==> config.mk <==
export PLATFORM = sky130hd
export DESIGN_NAME = phase_arbiter
export DESIGN_NICKNAME = d
export VERILOG_FILES = /design/src/rtl/traffic_pkg.sv /design/src/rtl/group_demand.sv /design/src/rtl/phase_arbiter.sv
export SDC_FILE = /design/constraint.sdc
export NUM_CORES = 1
export LEC_CHECK = 0
export BUFFER_PORTS_ARGS = -buffer_cell sky130_fd_sc_hd__buf_2
export CORE_ASPECT_RATIO = 1.2
export CORE_MARGIN = 2
export CORE_UTILIZATION = 58
export CTS_BUF_LIST = sky130_fd_sc_hd__clkbuf_4 sky130_fd_sc_hd__clkbuf_8 sky130_fd_sc_hd__clkbuf_16
export DETAILED_ROUTE_END_ITERATION = 10
export PLACE_DENSITY = 0.95
export SKIP_CTS_REPAIR_TIMING = 1
export SYNTH_ARGS = -nofsm -noshare
export SYNTH_HDL_FRONTEND = slang
export SYNTH_SLANG_ARGS = --single-unit
==> constraint.sdc <==
create_clock -name clk -period 5.3 [get_ports clk]
set_clock_uncertainty 0.05 [all_clocks]
set_input_delay 0.53 -clock clk [delete_from_list [all_inputs] [get_ports clk]]
set_output_delay 0.53 -clock clk [all_outputs]
set_load 0.05 [all_outputs]
==> src/rtl/traffic_pkg.sv <==
// Shared types and helpers for the intersection phase scheduler:
// state encoding, approach group codes, lane indices and lane/group mapping.
package traffic_pkg;

    localparam int unsigned NUM_LANES  = 8;
    localparam int unsigned LANE_W     = 8;
    localparam int unsigned NUM_GROUPS = 4;
    localparam int unsigned DEMAND_W   = 5;
    localparam int unsigned CNT_W      = 8;

    // Lane index inside the packed occupancy bus (byte k lives at [8k+7:8k]).
    localparam int unsigned LANE_W1 = 7;
    localparam int unsigned LANE_W2 = 6;
    localparam int unsigned LANE_S1 = 5;
    localparam int unsigned LANE_S2 = 4;
    localparam int unsigned LANE_E1 = 3;
    localparam int unsigned LANE_E2 = 2;
    localparam int unsigned LANE_N1 = 1;
    localparam int unsigned LANE_N2 = 0;

    typedef enum logic [2:0] {
        ST_IDLE     = 3'd0,
        ST_GREEN    = 3'd1,
        ST_YELLOW   = 3'd2,
        ST_ALLRED   = 3'd3,
        ST_PED_WALK = 3'd4,
        ST_EMG      = 3'd5
    } phase_e;

    typedef enum logic [1:0] {
        GRP_W = 2'd0,
        GRP_S = 2'd1,
        GRP_E = 2'd2,
        GRP_N = 2'd3
    } group_e;

    // Lanes 7,6 -> W; 5,4 -> S; 3,2 -> E; 1,0 -> N.
    function automatic logic [1:0] lane_to_group(input logic [2:0] lane);
        return ~lane[2:1];
    endfunction

    function automatic logic [7:0] group_mask(input logic [1:0] grp);
        return 8'hC0 >> {grp, 1'b0};
    endfunction

endpackage

==> src/rtl/group_demand.sv <==
// Group demand: total number of occupied bits across the two lane bytes of one approach.
module group_demand
    import traffic_pkg::*;
(
    input  logic [LANE_W-1:0]   lane_a_i,
    input  logic [LANE_W-1:0]   lane_b_i,
    output logic [DEMAND_W-1:0] demand_c_o
);

    always_comb begin
        demand_c_o = '0;
        for (int unsigned i = 0; i < LANE_W; i++) begin
            demand_c_o = demand_c_o + DEMAND_W'(lane_a_i[i]) + DEMAND_W'(lane_b_i[i]);
        end
    end

endmodule

==> src/rtl/phase_arbiter.sv <==
// Round-robin green-phase scheduler for the four-approach intersection.
// Define PHASE_ARB_PED_EN to compile in the pedestrian latch and walk phase.
module phase_arbiter
    import traffic_pkg::*;
#(
    parameter int unsigned YELLOW_TIME   = 3,
    parameter int unsigned ALLRED_TIME   = 1,
    parameter int unsigned MIN_GREEN     = 4,
    parameter int unsigned GREEN_PER_CAR = 1,
    parameter int unsigned MAX_GREEN     = 20,
    parameter int unsigned NIGHT_GREEN   = 6,
    parameter int unsigned PED_TIME      = 8
) (
    input  logic                      clk,
    input  logic                      rst,
    input  logic [NUM_LANES*LANE_W-1:0] lanes,
    input  logic                      nightMode,
    input  logic                      pedSignal,
    input  logic                      emgSignal,
    input  logic [NUM_LANES-1:0]      emgLane,
    output logic [NUM_LANES-1:0]      greenMask,
    output logic [NUM_LANES-1:0]      yellowMask,
    output logic [NUM_LANES-1:0]      walkMask,
    output logic [2:0]                phase,
    output logic [1:0]                activeGroup,
    output logic [CNT_W-1:0]          countdown,
    output logic                      emgActive
);

    localparam logic [CNT_W-1:0] YELLOW_LOAD = CNT_W'(YELLOW_TIME - 1);
    localparam logic [CNT_W-1:0] ALLRED_LOAD = CNT_W'(ALLRED_TIME - 1);
    localparam logic [CNT_W-1:0] PED_LOAD    = CNT_W'(PED_TIME - 1);

    logic [DEMAND_W-1:0] demand [NUM_GROUPS];

    phase_e            state_q, state_d, arb_state_d;
    logic [CNT_W-1:0]  cnt_q, cnt_d, arb_cnt_d;
    logic [1:0]        group_q, group_d, arb_group_d;
    logic [1:0]        last_q, last_d;
    logic              ped_q, ped_blk_q;

    logic              emg_valid;
    logic [1:0]        emg_group;
    logic              rr_found;
    logic [1:0]        rr_group, cand;
    logic [8:0]        len9;
    logic [CNT_W-1:0]  green_len, green_load;
    logic              ped_ok, arb_now;

    group_demand u_dem_w (.lane_a_i(lanes[LANE_W1*LANE_W +: LANE_W]),
                          .lane_b_i(lanes[LANE_W2*LANE_W +: LANE_W]), .demand_c_o(demand[0]));
    group_demand u_dem_s (.lane_a_i(lanes[LANE_S1*LANE_W +: LANE_W]),
                          .lane_b_i(lanes[LANE_S2*LANE_W +: LANE_W]), .demand_c_o(demand[1]));
    group_demand u_dem_e (.lane_a_i(lanes[LANE_E1*LANE_W +: LANE_W]),
                          .lane_b_i(lanes[LANE_E2*LANE_W +: LANE_W]), .demand_c_o(demand[2]));
    group_demand u_dem_n (.lane_a_i(lanes[LANE_N1*LANE_W +: LANE_W]),
                          .lane_b_i(lanes[LANE_N2*LANE_W +: LANE_W]), .demand_c_o(demand[3]));

    // Emergency target: highest set bit of emgLane wins.
    always_comb begin
        emg_valid = emgSignal && (emgLane != '0);
        emg_group = GRP_W;
        for (int unsigned i = 0; i < NUM_LANES; i++) begin
            if (emgLane[i]) emg_group = lane_to_group(3'(i));
        end
    end

    // Arbitration decision: emergency, pedestrian, round-robin green, or idle.
    always_comb begin
        rr_found = 1'b0;
        rr_group = last_q;
        cand     = '0;
        for (int unsigned i = 1; i <= NUM_GROUPS; i++) begin
            cand = last_q + 2'(i);
            if (!rr_found && (demand[cand] != '0)) begin
                rr_found = 1'b1;
                rr_group = cand;
            end
        end

        len9 = 9'(MIN_GREEN) + 9'(GREEN_PER_CAR) * 9'(demand[rr_group]);
        if (len9 > 9'(MAX_GREEN)) len9 = 9'(MAX_GREEN);
        green_len  = nightMode ? CNT_W'(NIGHT_GREEN)
                               : ((len9 > 9'd255) ? 8'hFF : len9[7:0]);
        green_load = (green_len == '0) ? '0 : green_len - 8'd1;

        // A pending walk yields to one vehicle phase after the previous walk.
        ped_ok = ped_q && (!ped_blk_q || !rr_found);

        arb_state_d = ST_IDLE;
        arb_cnt_d   = '0;
        arb_group_d = group_q;
        if (emg_valid) begin
            arb_state_d = ST_EMG;
            arb_group_d = emg_group;
        end else if (ped_ok) begin
            arb_state_d = ST_PED_WALK;
            arb_cnt_d   = PED_LOAD;
        end else if (rr_found) begin
            arb_state_d = ST_GREEN;
            arb_cnt_d   = green_load;
            arb_group_d = rr_group;
        end
    end

    always_comb begin
        state_d = state_q;
        cnt_d   = cnt_q;
        group_d = group_q;
        last_d  = last_q;
        arb_now = 1'b0;
        unique case (state_q)
            ST_IDLE: arb_now = 1'b1;
            ST_GREEN: begin
                if (emg_valid && (emg_group == group_q)) begin
                    state_d = ST_EMG;
                    cnt_d   = '0;
                    last_d  = emg_group;
                end else if (emg_valid || (cnt_q == '0)) begin
                    state_d = ST_YELLOW;
                    cnt_d   = YELLOW_LOAD;
                end else begin
                    cnt_d = cnt_q - 8'd1;
                end
            end
            ST_YELLOW: begin
                if (cnt_q == '0) begin
                    state_d = ST_ALLRED;
                    cnt_d   = ALLRED_LOAD;
                end else begin
                    cnt_d = cnt_q - 8'd1;
                end
            end
            ST_ALLRED: begin
                if (cnt_q == '0) arb_now = 1'b1;
                else             cnt_d   = cnt_q - 8'd1;
            end
            ST_PED_WALK: begin
                if (emg_valid || (cnt_q == '0)) begin
                    state_d = ST_ALLRED;
                    cnt_d   = ALLRED_LOAD;
                end else begin
                    cnt_d = cnt_q - 8'd1;
                end
            end
            ST_EMG: begin
                if (!emgSignal) begin
                    state_d = ST_YELLOW;
                    cnt_d   = YELLOW_LOAD;
                end
            end
            default: begin
                state_d = ST_IDLE;
                cnt_d   = '0;
            end
        endcase

        if (arb_now) begin
            state_d = arb_state_d;
            cnt_d   = arb_cnt_d;
            if ((arb_state_d == ST_GREEN) || (arb_state_d == ST_EMG)) begin
                group_d = arb_group_d;
                last_d  = arb_group_d;
            end
        end
    end

    // State and Moore outputs decoded from the next state, registered together.
    always_ff @(posedge clk or posedge rst) begin
        if (rst) begin
            state_q    <= ST_IDLE;
            cnt_q      <= '0;
            group_q    <= GRP_W;
            last_q     <= GRP_N;
            greenMask  <= '0;
            yellowMask <= '0;
            emgActive  <= 1'b0;
        end else begin
            state_q    <= state_d;
            cnt_q      <= cnt_d;
            group_q    <= group_d;
            last_q     <= last_d;
            greenMask  <= ((state_d == ST_GREEN) || (state_d == ST_EMG)) ? group_mask(group_d) : '0;
            yellowMask <= (state_d == ST_YELLOW) ? group_mask(group_d) : '0;
            emgActive  <= (state_d == ST_EMG);
        end
    end

    assign phase       = state_q;
    assign activeGroup = group_q;
    assign countdown   = cnt_q;

`ifdef PHASE_ARB_PED_EN
    logic ped_d, ped_blk_d;

    // Request latch; the block flag defers a repeat walk past one vehicle phase.
    always_comb begin
        ped_d     = ped_q | pedSignal;
        ped_blk_d = ped_blk_q;
        if ((state_d == ST_PED_WALK) && (state_q != ST_PED_WALK)) begin
            ped_d     = 1'b0;
            ped_blk_d = 1'b1;
        end else if ((state_d == ST_GREEN) || (state_d == ST_EMG)) begin
            ped_blk_d = 1'b0;
        end
    end

    always_ff @(posedge clk or posedge rst) begin
        if (rst) begin
            ped_q     <= 1'b0;
            ped_blk_q <= 1'b0;
            walkMask  <= '0;
        end else begin
            ped_q     <= ped_d;
            ped_blk_q <= ped_blk_d;
            walkMask  <= (state_d == ST_PED_WALK) ? 8'hFF : '0;
        end
    end
`else
    logic unused_ped;
    assign unused_ped = pedSignal;
    assign ped_q      = 1'b0;
    assign ped_blk_q  = 1'b0;
    assign walkMask   = '0;
`endif

endmodule

==> results_dict.tcl <==
set metrics [dict create \
    diodes 0 \
    drtIter0Drc 254 \
    critPathBufInv 7 \
    cp_common_cell "fa_1" \
    die_x_um 80.31 \
    async_flop_share 1.000 \
    synth_warnings 0 \
    dp_hpwl_mm 9.026 \
    cp.arrival_ns 6.77 \
    place.gp.congestion 0.9581 \
    cts.sinks 24 \
    avgSynthCellArea_sq_um 8.288 \
    multi_input_area_sq_um 3358 \
    rsz0062_at_grt "true" \
    reg2reg_from "last_q[1]" \
    grt_pass1_vias 4360 \
    violations "negative setup slack" \
    crit_path_start "lanes[40]" \
    synth.distinct_cells 76 \
    io_buffers 105 \
    clock_latency_ns 0.29 \
    gr-total-overflow 0 \
    hold_violations 0 \
    endpoint_kind "register" \
    nets 801 \
    path_class "in2reg" \
    critPathLaunchType "input pin" \
    synth_ff_type "dfrtp_1" \
    rows 33 \
    ioPinCount 115 \
    final_antenna_net_count 0 \
    clk_path_buf_depth 2 \
    clk_pin_slew_ns 0.09 \
    syn_inst 489 \
    fp.coreArea_sq_um 6813 \
    die-area_sq_um 7674 \
    fp.dieH_um 95.57 \
    cp_slowest_cell "fa_1" \
    grt_pass1_wl_mm 17.61 \
    fillers 370 \
    hp-class "in2async" \
    required_ns 5.38 \
    via_per_inst 5.935 \
    drv_slew 0 \
    cpLargestDelayFamily "adder cells" \
    dr.pass1.iters 5 \
    drive_above_1_share 0.4140 \
    cp_max_fo 4 \
    ys_ff_latch 24 \
    finalSetupTns_ns -14.69 \
    slowest_delay_ns 0.55 \
    grt_max_degree 25 \
    drc_errors 0 \
    max_freq_ghz 0.1494 \
    r2r_cells 16 \
    cap_violations 0 \
    synth_edf_count 0 \
    postLayoutSetupSlackWorst_ns -1.394 \
    wl_per_cell_um 17.15 \
    fin_hold_ws_ns 0.3786 \
    setup_viol 20 \
    grt_usage 0.2855 \
    fin_crit_ns 6.694 \
    vias 4416 \
    root_buffer "clkbuf_8" \
    finish.utilization 0.8353 \
    seq_area_sq_um 603.1 \
    initial_core_util 0.5949 \
    cts_tree "built" \
    synth_area_sq_um 4053 \
    routed_wl_mm 12.76 \
    outcome "complete, but fails checks" \
    area_growth_pct 40.41 \
    finalCritPeriodShare 1.263 \
    ys_seq_area_frac 0.1488 \
    tightest_slew_ns 0.9795 \
    cp_num_cells 27 \
    slew_headroom 0.3378 \
    antenna_found_initial 0 \
    h-tree-depth 1 \
    numCtsBuffers 3 \
]
[kinds of logic (layout without fill, tap and decap cells)]
group	after synthesis	after routing	synth area share
AND/OR/NAND/NOR	146	146	0.1849
buffers and inverters	123	284	0.1331
AO/OA/AOI/OAI	115	115	0.2180
adder cells (fa/ha/maj)	66	66	0.2779
flip-flops	24	24	0.1488
multiplexers	9	9	0.02563
XOR/XNOR	5	5	0.01081
other	1	8	0.0009253
[Yosys cell counts, types with 3 or more instances]
master    count  share of area
ha_1         26          0.080
o22ai_1       5         0.0077
inv_1        94          0.087
xnor2_1       4         0.0086
nand3b_1      4         0.0074
o21ai_0      19          0.023
a211oi_1      4         0.0074
buf_4        18          0.033
a211o_1       3         0.0065
nand2_1      31          0.029
or2_2         4         0.0062
or3_1         4         0.0062
nand3_1      15          0.019
nor2b_1       9          0.014
or4_1         3         0.0056
o21a_1        4         0.0074
dfrtp_1      22           0.14
a31oi_1       3         0.0046
clkbuf_1      6         0.0056
nand2b_1      9          0.014
o211ai_1      8          0.015
a21o_1        3         0.0056
or3b_1        3         0.0065
a22oi_1       4         0.0074
a21oi_1      23          0.028
nor3_1       12          0.015
mux2i_1       7          0.017
nor2_1       36          0.033
o31a_1        4         0.0086
fa_1         40           0.20
[cell usage in the layout, fill, tap and decap left out, types with 4 or more instances in the layout]
master and instances:
fa_1 34, nand2_1 28, nor2_2 4, nand3b_1 4
fa_2 6, nand2b_1 7, mux2i_1 4, o21ai_0 17
conb_1 8, nor2b_1 8, o211ai_1 8, buf_6 9
mux2i_4 4, buf_2 102, nor3_1 12, ha_4 5
nor2_1 29, inv_2 9, o31a_1 4, dfrtp_1 22
a21oi_2 5, a21oi_1 20, ha_1 20, nand3_1 12
buf_4 72, inv_1 86, a2111oi_4 4
[layout make-up]
class / instances / share of cell area
clock buffers: 3 / 0.007256
clock inverters: 1 / 0.005277
inverters: 95 / 0.06266
multi-input cells: 349 / 0.5901
flip-flops and latches: 24 / 0.1060
well taps: 87 / 0.01913
repair buffers: 185 / 0.2095
[worst paths after layout]
| check | end | slack, ns |
|---|---|---|
| setup / recovery | countdown[0] | -1.39 |
| hold / removal | countdown[3] | 0.38 |
| setup reg to reg | countdown[0] | 1.47 |
| hold reg to reg | countdown[6] | 0.54 |
| max in group asynchronous | activeGroup[0] | 4.24 |
| min in group clk | countdown[6] | 0.54 |
[state kept, by name (all words and copies together) (netlist names)]
register / cells
yellowMask: 4
activeGroup: 2
countdown: 8
phase: 3
emgActive: 1
last_q: 2
greenMask: 4
[through the flow]
stage	area [sq um]	std cells	setup WS, ns
after CTS	5234	729	-1.309
after floorplan	4217	496	-1.121
after global routing	5690	744	-1.596
after global placement	5162	725	-1.309
after detailed placement	5162	725	-1.615
final	5690	744	-1.394
[metal layers]
layer  vias up  track usage  wire length [um]
li1       1979            -                 -
met1      2095       0.2749              4251
met2       257       0.5799              6946
met3        85      0.03314               786
met4         0       0.1441               772
met5         -            0                 0
Power is left out: the tool's default activity adds up to more than one toggle a clock period on the data nets, which glitch-free logic cannot reach.
